### src/rtl/alu_sequencer_pkg.sv
// Shared ALU definitions: op-code constants, sequencer FSM encoding and
// the op legality helper. The ALU itself consumes the same op codes.
package alu_pkg;

  localparam logic [2:0] ALU_ADD = 3'b000;
  localparam logic [2:0] ALU_SUB = 3'b001;
  localparam logic [2:0] ALU_XOR = 3'b010;
  localparam logic [2:0] ALU_BEQ = 3'b011;
  localparam logic [2:0] ALU_OR  = 3'b100;

  typedef enum logic [1:0] {
    ST_IDLE = 2'd0,
    ST_EXEC = 2'd1,
    ST_WAIT = 2'd2,
    ST_RESP = 2'd3
  } seq_state_t;

  function automatic logic alu_op_legal(input logic [2:0] op);
    return (op <= ALU_OR);
  endfunction

endpackage

### src/rtl/alu_sequencer_if.sv
// Request, ALU-drive and response channels of the ALU sequencer.
// slave is the sequencer's view; master is the surrounding decode/ALU side.
interface alu_sequencer_if #(
  parameter int unsigned TAG_W = 4
);
  logic             req_valid;
  logic             req_ready;
  logic [2:0]       req_op;
  logic [31:0]      req_a;
  logic [31:0]      req_b;
  logic [TAG_W-1:0] req_tag;

  logic [31:0]      alu_a;
  logic [31:0]      alu_b;
  logic [2:0]       alu_ctrl;
  logic [31:0]      alu_r;
  logic             alu_zero;
  logic             alu_ovf;
  logic             alu_branch;

  logic             rsp_valid;
  logic             rsp_ready;
  logic [31:0]      rsp_r;
  logic             rsp_zero;
  logic             rsp_ovf;
  logic             rsp_branch;
  logic             rsp_err;
  logic [TAG_W-1:0] rsp_tag;

  modport slave (
    input  req_valid, req_op, req_a, req_b, req_tag,
    output req_ready,
    output alu_a, alu_b, alu_ctrl,
    input  alu_r, alu_zero, alu_ovf, alu_branch,
    output rsp_valid, rsp_r, rsp_zero, rsp_ovf, rsp_branch, rsp_err, rsp_tag,
    input  rsp_ready
  );

  modport master (
    output req_valid, req_op, req_a, req_b, req_tag,
    input  req_ready,
    input  alu_a, alu_b, alu_ctrl,
    output alu_r, alu_zero, alu_ovf, alu_branch,
    input  rsp_valid, rsp_r, rsp_zero, rsp_ovf, rsp_branch, rsp_err, rsp_tag,
    output rsp_ready
  );
endinterface

### src/rtl/alu_sequencer_rsp_norm.sv
// Combinational normaliser: maps raw ALU outputs to per-op result and flags.
module alu_rsp_norm
  import alu_pkg::*;
(
  input  logic [2:0]  op_i,
  input  logic [31:0] alu_r_i,
  input  logic        alu_ovf_i,
  input  logic        alu_branch_i,
  output logic [31:0] r_o,
  output logic        zero_o,
  output logic        ovf_o,
  output logic        branch_o,
  output logic        err_o
);

  always_comb begin
    r_o      = '0;
    ovf_o    = 1'b0;
    branch_o = 1'b0;
    err_o    = 1'b0;
    if (!alu_op_legal(op_i)) begin
      err_o = 1'b1;
    end else begin
      case (op_i)
        ALU_ADD, ALU_SUB: begin
          r_o   = alu_r_i;
          ovf_o = alu_ovf_i;
        end
        ALU_XOR, ALU_OR: r_o = alu_r_i;
        // R may be stale on an equal compare, so it is never forwarded
        ALU_BEQ: branch_o = alu_branch_i;
        default: err_o = 1'b1;
      endcase
    end
    zero_o = (r_o == '0);
  end

endmodule

### src/rtl/alu_sequencer.sv
// Single-outstanding ALU sequencer: issues one op, waits out the registered
// ALU latency, captures the normalised result and returns it with its tag.
module alu_sequencer
  import alu_pkg::*;
#(
  parameter int unsigned TAG_W = 4
) (
  input  logic           clk,
  input  logic           reset,
  alu_sequencer_if.slave bus,
  output logic           busy
);

  seq_state_t state_q, state_d;
  logic       issue_en;
  logic       capture_en;

  logic [2:0]       op_q;
  logic [31:0]      a_q;
  logic [31:0]      b_q;
  logic [TAG_W-1:0] tag_q;

  logic [31:0]      rsp_r_q;
  logic             rsp_zero_q;
  logic             rsp_ovf_q;
  logic             rsp_branch_q;
  logic             rsp_err_q;
  logic [TAG_W-1:0] rsp_tag_q;

  logic [31:0] norm_r;
  logic        norm_zero;
  logic        norm_ovf;
  logic        norm_branch;
  logic        norm_err;

  always_comb begin
    state_d    = state_q;
    issue_en   = 1'b0;
    capture_en = 1'b0;
    case (state_q)
      ST_IDLE: begin
        if (bus.req_valid) begin
          issue_en = 1'b1;
          state_d  = ST_EXEC;
        end
      end
      ST_EXEC: state_d = ST_WAIT;
      ST_WAIT: begin
        capture_en = 1'b1;
        state_d    = ST_RESP;
      end
      ST_RESP: begin
        if (bus.rsp_ready) state_d = ST_IDLE;
      end
      default: state_d = ST_IDLE;
    endcase
  end

  alu_rsp_norm u_norm (
    .op_i        (op_q),
    .alu_r_i     (bus.alu_r),
    .alu_ovf_i   (bus.alu_ovf),
    .alu_branch_i(bus.alu_branch),
    .r_o         (norm_r),
    .zero_o      (norm_zero),
    .ovf_o       (norm_ovf),
    .branch_o    (norm_branch),
    .err_o       (norm_err)
  );

  always_ff @(posedge clk or negedge reset) begin
    if (!reset) begin
      state_q      <= ST_IDLE;
      op_q         <= '0;
      a_q          <= '0;
      b_q          <= '0;
      tag_q        <= '0;
      rsp_r_q      <= '0;
      rsp_zero_q   <= 1'b1;
      rsp_ovf_q    <= 1'b0;
      rsp_branch_q <= 1'b0;
      rsp_err_q    <= 1'b0;
      rsp_tag_q    <= '0;
    end else begin
      state_q <= state_d;
      // Issue registers hold between ops so the ALU inputs never toggle idly
      if (issue_en) begin
        op_q  <= bus.req_op;
        a_q   <= bus.req_a;
        b_q   <= bus.req_b;
        tag_q <= bus.req_tag;
      end
      if (capture_en) begin
        rsp_r_q      <= norm_r;
        rsp_zero_q   <= norm_zero;
        rsp_ovf_q    <= norm_ovf;
        rsp_branch_q <= norm_branch;
        rsp_err_q    <= norm_err;
        rsp_tag_q    <= tag_q;
      end
    end
  end

  // Ready is gated by reset so it stays low while reset is asserted
  assign bus.req_ready  = (state_q == ST_IDLE) && reset;
  assign bus.alu_a      = a_q;
  assign bus.alu_b      = b_q;
  assign bus.alu_ctrl   = op_q;
  assign bus.rsp_valid  = (state_q == ST_RESP);
  assign bus.rsp_r      = rsp_r_q;
  assign bus.rsp_zero   = rsp_zero_q;
  assign bus.rsp_ovf    = rsp_ovf_q;
  assign bus.rsp_branch = rsp_branch_q;
  assign bus.rsp_err    = rsp_err_q;
  assign bus.rsp_tag    = rsp_tag_q;
  assign busy           = (state_q != ST_IDLE);

endmodule

### src/flat_wrapper.sv
// flat-port wrapper written by rule: the top's interface ports become plain ports
module alu_sequencer_flat import alu_pkg::*;
#(
  parameter int unsigned TAG_W = 4
)
  (clk, reset, busy, bus_req_valid, bus_req_op, bus_req_a, bus_req_b, bus_req_tag, bus_req_ready, bus_alu_a, bus_alu_b, bus_alu_ctrl, bus_alu_r, bus_alu_zero, bus_alu_ovf, bus_alu_branch, bus_rsp_valid, bus_rsp_r, bus_rsp_zero, bus_rsp_ovf, bus_rsp_branch, bus_rsp_err, bus_rsp_tag, bus_rsp_ready);
  alu_sequencer_if #(.TAG_W(TAG_W)) bus_i ();
  input  logic clk;
  input  logic reset;
  output logic busy;
  input wire logic [$bits(bus_i.req_valid)-1:0] bus_req_valid;
  input wire logic [$bits(bus_i.req_op)-1:0] bus_req_op;
  input wire logic [$bits(bus_i.req_a)-1:0] bus_req_a;
  input wire logic [$bits(bus_i.req_b)-1:0] bus_req_b;
  input wire logic [$bits(bus_i.req_tag)-1:0] bus_req_tag;
  output wire logic [$bits(bus_i.req_ready)-1:0] bus_req_ready;
  output wire logic [$bits(bus_i.alu_a)-1:0] bus_alu_a;
  output wire logic [$bits(bus_i.alu_b)-1:0] bus_alu_b;
  output wire logic [$bits(bus_i.alu_ctrl)-1:0] bus_alu_ctrl;
  input wire logic [$bits(bus_i.alu_r)-1:0] bus_alu_r;
  input wire logic [$bits(bus_i.alu_zero)-1:0] bus_alu_zero;
  input wire logic [$bits(bus_i.alu_ovf)-1:0] bus_alu_ovf;
  input wire logic [$bits(bus_i.alu_branch)-1:0] bus_alu_branch;
  output wire logic [$bits(bus_i.rsp_valid)-1:0] bus_rsp_valid;
  output wire logic [$bits(bus_i.rsp_r)-1:0] bus_rsp_r;
  output wire logic [$bits(bus_i.rsp_zero)-1:0] bus_rsp_zero;
  output wire logic [$bits(bus_i.rsp_ovf)-1:0] bus_rsp_ovf;
  output wire logic [$bits(bus_i.rsp_branch)-1:0] bus_rsp_branch;
  output wire logic [$bits(bus_i.rsp_err)-1:0] bus_rsp_err;
  output wire logic [$bits(bus_i.rsp_tag)-1:0] bus_rsp_tag;
  input wire logic [$bits(bus_i.rsp_ready)-1:0] bus_rsp_ready;
  assign bus_i.req_valid = bus_req_valid;
  assign bus_i.req_op = bus_req_op;
  assign bus_i.req_a = bus_req_a;
  assign bus_i.req_b = bus_req_b;
  assign bus_i.req_tag = bus_req_tag;
  assign bus_req_ready = bus_i.req_ready;
  assign bus_alu_a = bus_i.alu_a;
  assign bus_alu_b = bus_i.alu_b;
  assign bus_alu_ctrl = bus_i.alu_ctrl;
  assign bus_i.alu_r = bus_alu_r;
  assign bus_i.alu_zero = bus_alu_zero;
  assign bus_i.alu_ovf = bus_alu_ovf;
  assign bus_i.alu_branch = bus_alu_branch;
  assign bus_rsp_valid = bus_i.rsp_valid;
  assign bus_rsp_r = bus_i.rsp_r;
  assign bus_rsp_zero = bus_i.rsp_zero;
  assign bus_rsp_ovf = bus_i.rsp_ovf;
  assign bus_rsp_branch = bus_i.rsp_branch;
  assign bus_rsp_err = bus_i.rsp_err;
  assign bus_rsp_tag = bus_i.rsp_tag;
  assign bus_i.rsp_ready = bus_rsp_ready;
  alu_sequencer #(.TAG_W(TAG_W)) u_core (.clk(clk), .reset(reset), .bus(bus_i), .busy(busy));
endmodule
### config.mk
export PLATFORM = sky130hd
export DESIGN_NAME = alu_sequencer_flat
export DESIGN_NICKNAME = d
export VERILOG_FILES = /design/src/rtl/alu_sequencer_pkg.sv /design/src/rtl/alu_sequencer_if.sv /design/src/rtl/alu_sequencer_rsp_norm.sv /design/src/rtl/alu_sequencer.sv /design/src/flat_wrapper.sv
export SDC_FILE = /design/constraint.sdc
export NUM_CORES = 1
export LEC_CHECK = 0
export CORE_UTILIZATION = 32
export DETAILED_ROUTE_END_ITERATION = 7
export GPL_TIMING_DRIVEN = 1
export MAX_ROUTING_LAYER = met4
export PLACE_DENSITY = 0.79
export SYNTH_ARGS = -nofsm -noshare
export SYNTH_HDL_FRONTEND = slang
export SYNTH_HIERARCHICAL = 1
export SYNTH_SLANG_ARGS = --single-unit
### constraint.sdc
create_clock -name clk -period 1.4 [get_ports clk]
set_clock_uncertainty 0.05 [all_clocks]
set_input_delay 0.28 -clock clk [delete_from_list [all_inputs] [get_ports clk]]
set_output_delay 0.28 -clock clk [all_outputs]
set_load 0.01 [all_outputs]
==> results of run 1 <==
[cell usage in the layout (no fill, tap or decap), drive strengths merged]
cell type,n
dfrtp,112
mux2,112
clkdlybuf4s50,107
clkdlybuf4s15,88
clkbuf,44
buf,34
nor2b,33
nor4,8
inv,4
clkinv,3
ha,3
bufinv,2
nand4,2
nand2,2
and2,1
a21oi,1
o32a,1
dfstp,1
dlygate4sd3,1
maj3,1
o21bai,1
o21a,1
and4b,1
nor3b,1
[cells by family (layout without fill, tap and decap cells)]
group                    count (synthesis)  count (layout)  share of synthesized area
multiplexers                           112             112                     0.2763
adder cells (fa/ha/maj)                  4               4                    0.01050
flip-flops                             113             113                     0.6089
AO/OA/AOI/OAI                            4               4                   0.006464
buffers and inverters                   19             283                    0.03232
AND/OR/NAND/NOR                         47              48                    0.06545
[worst min-delay path by stage]
stage           from                                to  slack [ns]  cells after the start
4_1_cts        reset   u_core/bus.alu_a[1]$_DFFE_PN0P_        0.05                      2
6_report       reset   u_core/bus.alu_a[1]$_DFFE_PN0P_        0.02                      2
3_3_place_gp   reset  u_core/bus.rsp_r[19]$_DFFE_PN0N_        0.38                      2
3_5_place_dp   reset  u_core/bus.rsp_r[19]$_DFFE_PN0N_        0.40                      2
2_1_floorplan  reset   u_core/bus.alu_a[0]$_DFFE_PN0P_       -0.07                      0
5_1_grt        reset  u_core/bus.alu_b[28]$_DFFE_PN0P_        0.09                      2
[state kept, by name (all words and copies together), names as in the netlist]
register	flops
u_core/bus.rsp_zero	1
u_core/bus.alu_ctrl	3
u_core/bus.rsp_ovf	1
u_core/state_q	2
u_core/tag_q	4
u_core/bus.alu_a	32
u_core/bus.alu_b	32
u_core/bus.rsp_r	32
u_core/bus.rsp_err	1
u_core/bus.rsp_branch	1
u_core/bus.rsp_tag	4
[power breakdown]
group | internal (mW) | switching (mW) | total [mW] | leakage [nW]
Clock | 2.80 | 1.38 | 4.18 | 0.285
Sequential | 4.91 | 0.869 | 5.78 | 1.37
Combinational | 4.81 | 3.21 | 8.03 | 1.87
[timing repair]
item / 4_1_cts / 5_1_grt
setup buffers: 1 / 0
hold endpoints to repair: 49 / 0
gates cloned: 1 / 4
setup endpoints to repair: 222 / 139
hold buffers: 1 / 0
resized for setup: 256 / 24
pin swaps: 1 / 1
[per-layer routing]
layer,wire length [µm],GRT usage
met1,5041,0.1863
met2,5773,0.2644
met3,927,0.05623
met4,182,0.06707
met5,0,-
[through the flow]
step	instances	hold slack (ns)	worst slack, ns	setup TNS (ns)	power, mW
4_1_cts	740	0.04714	-0.1991	-15.09	18.17
2_1_floorplan	299	-0.06559	-0.04912	-0.6027	9.799
3_3_place_gp	705	0.3824	-0.4030	-18.52	13.97
6_report	744	0.01913	-0.1599	-13.01	17.98
3_5_place_dp	705	0.4028	-0.4051	-19.75	14.24
5_1_grt	744	0.08712	-0.2202	-20.60	19.04
[worst max-delay path, stage by stage, from the launching register on]
cell and delay (ns):
dfrtp_1 0.39, buf_4 0.15, ha_2 0.16, buf_2 0.14
[area by class of cell]
class                      instances  area (µm²)
tap                              180       225.2
clock inverter                     5       75.07
multi-input combinational        168        1778
clock buffer                      27       503.0
inverter                           4       15.01
fill                            1134        6172
timing repair buffer             247        2444
sequential                       113        2830
==> qor.csv, run 1 <==
stage,metric,value,unit
place,placed inst area,0.007173,mm²
finish,layout cells sized above 1,0.3617,
drt,DRC Markers,0,
yosys,"EDFF count, synth",0,
worst_hold_path,HP Class,primary input to async pin,
power_and_ir_drop,Static Leak,3.524,nW
finish,Final #Nets,664,
yosys,average size of a mapped cell,15.54,µm²
timing,# setup viols final,116,
setup_path,FF-to-FF path depth,6,
die,Starting Density,0.3308,
setup_path,CP max FO,3,
yosys,Synth top area share,0.6033,
setup_path,R2R Setup Slk,-0.15,ns
timing,Tightest Pin Transition,0.7937,ns
finish,fin util,0.5605,
yosys,area of the mapped netlist,0.004646,mm²
clock_tree,worst skew pair latency,0.40,ns
timing,max frequency,641.1,MHz
power_and_ir_drop,Worst VDD drop,0.001238,V
outcome,failing checks,setup timing,
timing,period utilization,1.114,
clock_tree,clock-pin slew on the worst setup and hold paths,0.05,ns
setup_path,reg2reg end,u_core/bus.alu_a[31]$_DFFE_PN0P_,
global_routing,global-route wire length before repair,18040,µm
global_routing,grt ovf,0,
setup_path,CP required,1.07,ns
setup_path,Worst Setup EP,bus_rsp_valid,
yosys,most frequent cell after synthesis,dfrtp_1,
global_routing,largest net degree at the start of global routing,64,
drt,post-route ant nets,0,
clock_tree,Clock Sinks,113,
clock_tree,Inserted Clock Buffers,17,
die,Die H,122.5,µm
timing,Final Critical Period,1.560,ns
power_and_ir_drop,power per cell area,2285,mW/mm²
yosys,Post-Syn Nets,412,
timing,fin. max-slew vios,0,
drt,DR vias/cell,4.578,
timing,final worst slack,-0.1599,ns
setup_path,Crit Path Class,register to output port,
flow_run,Max Cap Viol,0,
yosys,async set-reset flop share out of synthesis,1.000,
yosys,sequential-to-total area share from yosys stat,0.6089,
yosys,Cell variety after synth,21,
clock_tree,CTS tree,done,
clock_tree,CTS root buf,clkbuf_16,
drt,first drt pass iteration count,3,
die,I/O pin count,220,
clock_tree,Clock Path Buffers,2,
setup_path,CP Capture Type,output port,
yosys,#FFs+latches synth,113,
finish,Final Instance Area,0.007870,mm²
timing,Rel. slew slack,0.4709,
global_routing,number of antenna violations at the first check in global routing,0,
place,gpl congestion,0.7496,
timing,RSZ-0062 raised after global routing,true,
setup_path,crit path DAT,1.23,ns
yosys,dominant synthesized flop cell,dfrtp_1,
die,Die Area,0.01500,mm²
yosys,ranking of synthesized cells by area,"dfrtp_1 (60%), mux2_2 (26%), nor2b_1 (4.4%), clkbuf_8 (2.1%), mux2_4 (1.9%)",
setup_path,R2R Path Start,u_core/state_q[0]$_DFFE_PN0P_,
timing,Fin. Hold Viols,0,
die,Die Wd,122.5,µm
outcome,run status,finished with violations,
finish,synthesis-to-finish area growth,69.40,%
yosys,yosys warns,6,
drt,1st-iter DRT viols,99,
yosys,Synth Instances,299,
clock_tree,H-Tree Depth,4,
yosys,cell taking the most area after synthesis,dfrtp_1,
place,hpwl dp,8463,µm
die,cell row count,43,
drt,WL/cell,16.03,µm
die,core area,0.01404,mm²
global_routing,vias in the first global route,3695,
drt,drt total wl,11920,µm
place,# port buffers,218,
setup_path,Crit. Startpoint,u_core/state_q[1]$_DFFE_PN0P_,
finish,ANT cells,0,
yosys,top post-synthesis cells by count,"dfrtp_1 (112), mux2_2 (106), nor2b_1 (33), nor4_1 (8)",
setup_path,crit start category,register,
global_routing,total global-route track usage,0.1641,
drt,vias,3406,
Power figures use the tool's default switching activity.
==> inputs of run 2 (changes only) <==
Settings changed: ABC_CLOCK_PERIOD_IN_PS set to 1400, CORE_UTILIZATION 32 to 36, PLACE_DENSITY 0.79 to 0.87, SYNTH_HIERARCHICAL 1 to not set.
==> run 2 against run 1 <==
  * The flow finishes with violations (DRC, setup timing)
  * Cell count is 5.2% lower
  * Clock power is 7.9% higher
  * Sequential cell count stayed put
  * Wire length is 11% higher
  * Utilization is 12 points higher
  * First-iteration DRC count is 46% higher
  * Register-to-register slack worse by 0.05 ns
  * Via count is 1.9% higher
  * Global-route usage is 5.0 points higher
  * Area after synthesis is 6.8% lower
  * Critical path type is now register to register
==> qor.csv, run 2 <==
stage,metric,value,unit
die,Die H,111.7,µm
timing,Fin. Hold Viols,0,
drt,vias,3471,
worst_hold_path,HP Class,primary input to async pin,
power_and_ir_drop,Pint,12.75,mW
clock_tree,Clock Sinks,113,
yosys,top post-synthesis cells by count,"dfrtp_1 (112), mux2_2 (76), a22o_2 (17), a22o_1 (16), buf_2 (9)",
yosys,yosys warns,0,
drt,1st-iter DRT viols,145,
power_and_ir_drop,Static Leak,3.524,nW
drt,DR vias/cell,4.923,
power_and_ir_drop,Clk network pwr share,0.245,
timing,Final Critical Period,1.600,ns
drt,first drt pass iteration count,8,
place,gpl congestion,0.7837,
clock_tree,Inserted Clock Buffers,17,
clock_tree,CTS tree,done,
clock_tree,clock-pin slew on the worst setup and hold paths,0.06,ns
setup_path,Crit Path Class,register to register,
finish,Final Instance Area,0.007905,mm²
die,Die Area,0.01247,mm²
finish,synthesis-to-finish area growth,82.55,%
yosys,Synth Instances,273,
yosys,async set-reset flop share out of synthesis,1.000,
global_routing,grt ovf,0,
global_routing,met3 usage,0.05770,
setup_path,CP Capture Type,register,
die,Starting Density,0.3744,
yosys,area of the mapped netlist,0.004330,mm²
global_routing,total global-route track usage,0.2144,
drt,WL/cell,18.78,µm
yosys,sequential-to-total area share from yosys stat,0.6533,
setup_path,CP max FO,11,
yosys,most frequent cell after synthesis,dfrtp_1,
global_routing,vias in the first global route,3776,
clock_tree,H-Tree Depth,4,
place,hpwl dp,8641,µm
timing,# setup viols final,115,
place,# port buffers,218,
global_routing,largest net degree at the start of global routing,60,
timing,Tightest Pin Transition,0.5204,ns
setup_path,R2R Setup Slk,-0.20,ns
drt,post-route ant nets,0,
die,core area,0.01156,mm²
power_and_ir_drop,net switching power,5.659,mW
clock_tree,Clock Path Buffers,2,
finish,"commonest non-fill, non-tap cell in the layout",dfrtp_1,
finish,ANT cells,0,
yosys,dominant synthesized flop cell,dfrtp_1,
global_routing,met1 Use GR,0.2370,
yosys,"EDFF count, synth",0,
timing,Rel. slew slack,0.6525,
outcome,run status,finished with violations,
finish,layout cells sized above 1,0.3826,
yosys,average size of a mapped cell,15.86,µm²
global_routing,global-route wire length before repair,19700,µm
drt,drt total wl,13240,µm
global_routing,number of antenna violations at the first check in global routing,1,
yosys,Cell variety after synth,26,
timing,period utilization,1.143,
finish,Final #Nets,664,
clock_tree,worst skew pair latency,0.40,ns
die,I/O pin count,220,
finish,fin util,0.6835,
place,placed inst area,0.006912,mm²
timing,RSZ-0062 raised after global routing,true,
die,Die Wd,111.7,µm
clock_tree,CTS root buf,clkbuf_16,
timing,final worst slack,-0.2004,ns
power_and_ir_drop,switching share of power,0.3074,
drt,DRC Markers,15,
timing,setup TNS,-17.23,ns
power_and_ir_drop,power per cell area,2329,mW/mm²
flow_run,Max Cap Viol,0,
power_and_ir_drop,Comb power frac,0.444,
yosys,#FFs+latches synth,113,
die,cell row count,39,
global_routing,routing usage on met2,0.3615,
power_and_ir_drop,Seq pwr share,0.311,
power_and_ir_drop,Worst VDD drop,0.001199,V
setup_path,CP required,1.63,ns
yosys,Post-Syn Nets,387,
setup_path,crit start category,register,
global_routing,GR peak layer,met2,
setup_path,crit path DAT,1.83,ns
outcome,failing checks,"DRC, setup timing",
yosys,cell taking the most area after synthesis,dfrtp_1,
timing,max frequency,624.9,MHz
finish,most frequent cells in the layout,"dfrtp_1 (111), clkdlybuf4s50_1 (106), clkdlybuf4s15_1 (88)",
yosys,Synth top area share,0.6472,
timing,fin. max-slew vios,0,
yosys,ranking of synthesized cells by area,"dfrtp_1 (65%), mux2_2 (20%), a22o_2 (3.9%), a22o_1 (3.2%), ha_1 (1.2%)",
## run 2: cell count changes after synthesis, sizes merged, moves of 3 or more
cell,delta
clkbuf,-6
nor2b,-33
mux2,-36
buf,+5
inv,+3
a22o,+33
nor2,+3
## run 2: repair_timing
action,4_1_cts,5_1_grt
endpoints found under the setup margin,221,141
cloned,2,6
endpoints found under the hold margin,19,0
gates resized for setup,255,37
hold buffers,1,0
setup buffers,10,2
pin swaps,5,2
## run 2: path summary, 6_finish.rpt
| check | cells after the start | startpoint | end |
|---|---|---|---|
| max reg2reg | 6 | u_core.state_q[0]$_DFFE_PN0P_ | u_core.bus.alu_a[16]$_DFFE_PN0P_ |
| max in group asynchronous | 4 | reset | u_core.bus.rsp_zero$_DFFE_PN1P_ |
| min | 3 | reset | u_core.bus.rsp_r[1]$_DFFE_PN0P_ |
| min reg2reg | 1 | u_core.tag_q[1]$_DFFE_PN0P_ | u_core.bus.rsp_tag[1]$_DFFE_PN0P_ |
| max | 6 | u_core.state_q[0]$_DFFE_PN0P_ | u_core.bus.alu_a[16]$_DFFE_PN0P_ |
| min in group clk | 2 | bus_req_b[25] | u_core.bus.alu_b[25]$_DFFE_PN0P_ |
## run 2: metal layers
| layer | vias up | routed length [µm] | share of wire |
|---|---|---|---|
| met1 | 1743 | 5141 | 0.39 |
| met2 | 144 | 7018 | 0.53 |
| met4 | 0 | 299 | 0.023 |
| met3 | 23 | 782 | 0.059 |
| met5 | - | 0 | 0 |
| li1 | 1561 | - | - |
## run 2: kinds of logic after synthesis
family,share of synthesized area
muxes,0.2023
adders and majority gates,0.01416
DFF,0.6533
AOI/OAI and AO/OA,0.07975
and+or+nand+nor,0.02456
buffers and inverters,0.02600
## run 2: worst max-delay path, cell delays in order (launching register included)
cell and delay [ns]:
dfrtp_1 0.37, inv_2 0.06, ha_4 0.17, buf_4 0.18, nand2_8 0.12, clkbuf_16 0.19, mux2_2 0.33
## run 2: power groups by stage
stage / clock [mW] / sequential (mW) / combinational [mW]
after detailed placement: 0 / 5.74 / 7.76
after CTS: 4.58 / 5.71 / 7.83
after floorplan: 0 / 6.33 / 2.78
final: 4.51 / 5.72 / 8.18
after global routing: 4.74 / 5.91 / 8.67
after global placement: 0 / 5.65 / 7.53
## run 2: metrics by stage
step	instances	setup WS [ns]	hold slack, ns	total power, mW
global route	705	-0.2406	0.4285	19.33
global placement	653	-0.2772	0.2701	13.18
floorplan	273	0.001180	-0.06559	9.116
detailed placement	653	-0.3616	0.2792	13.50
CTS	697	-0.2183	0.3982	18.12
finish	705	-0.2004	0.4199	18.41
## run 2: final cells by class
class,instances,area [µm²]
clock buffers,21,460.4
repair buffers,271,2726
fillers,795,3660
well taps,143,178.9
inverters,7,31.28
flip-flops and latches,113,2830
multi-input cells,140,1519
clock inverters,10,158.9
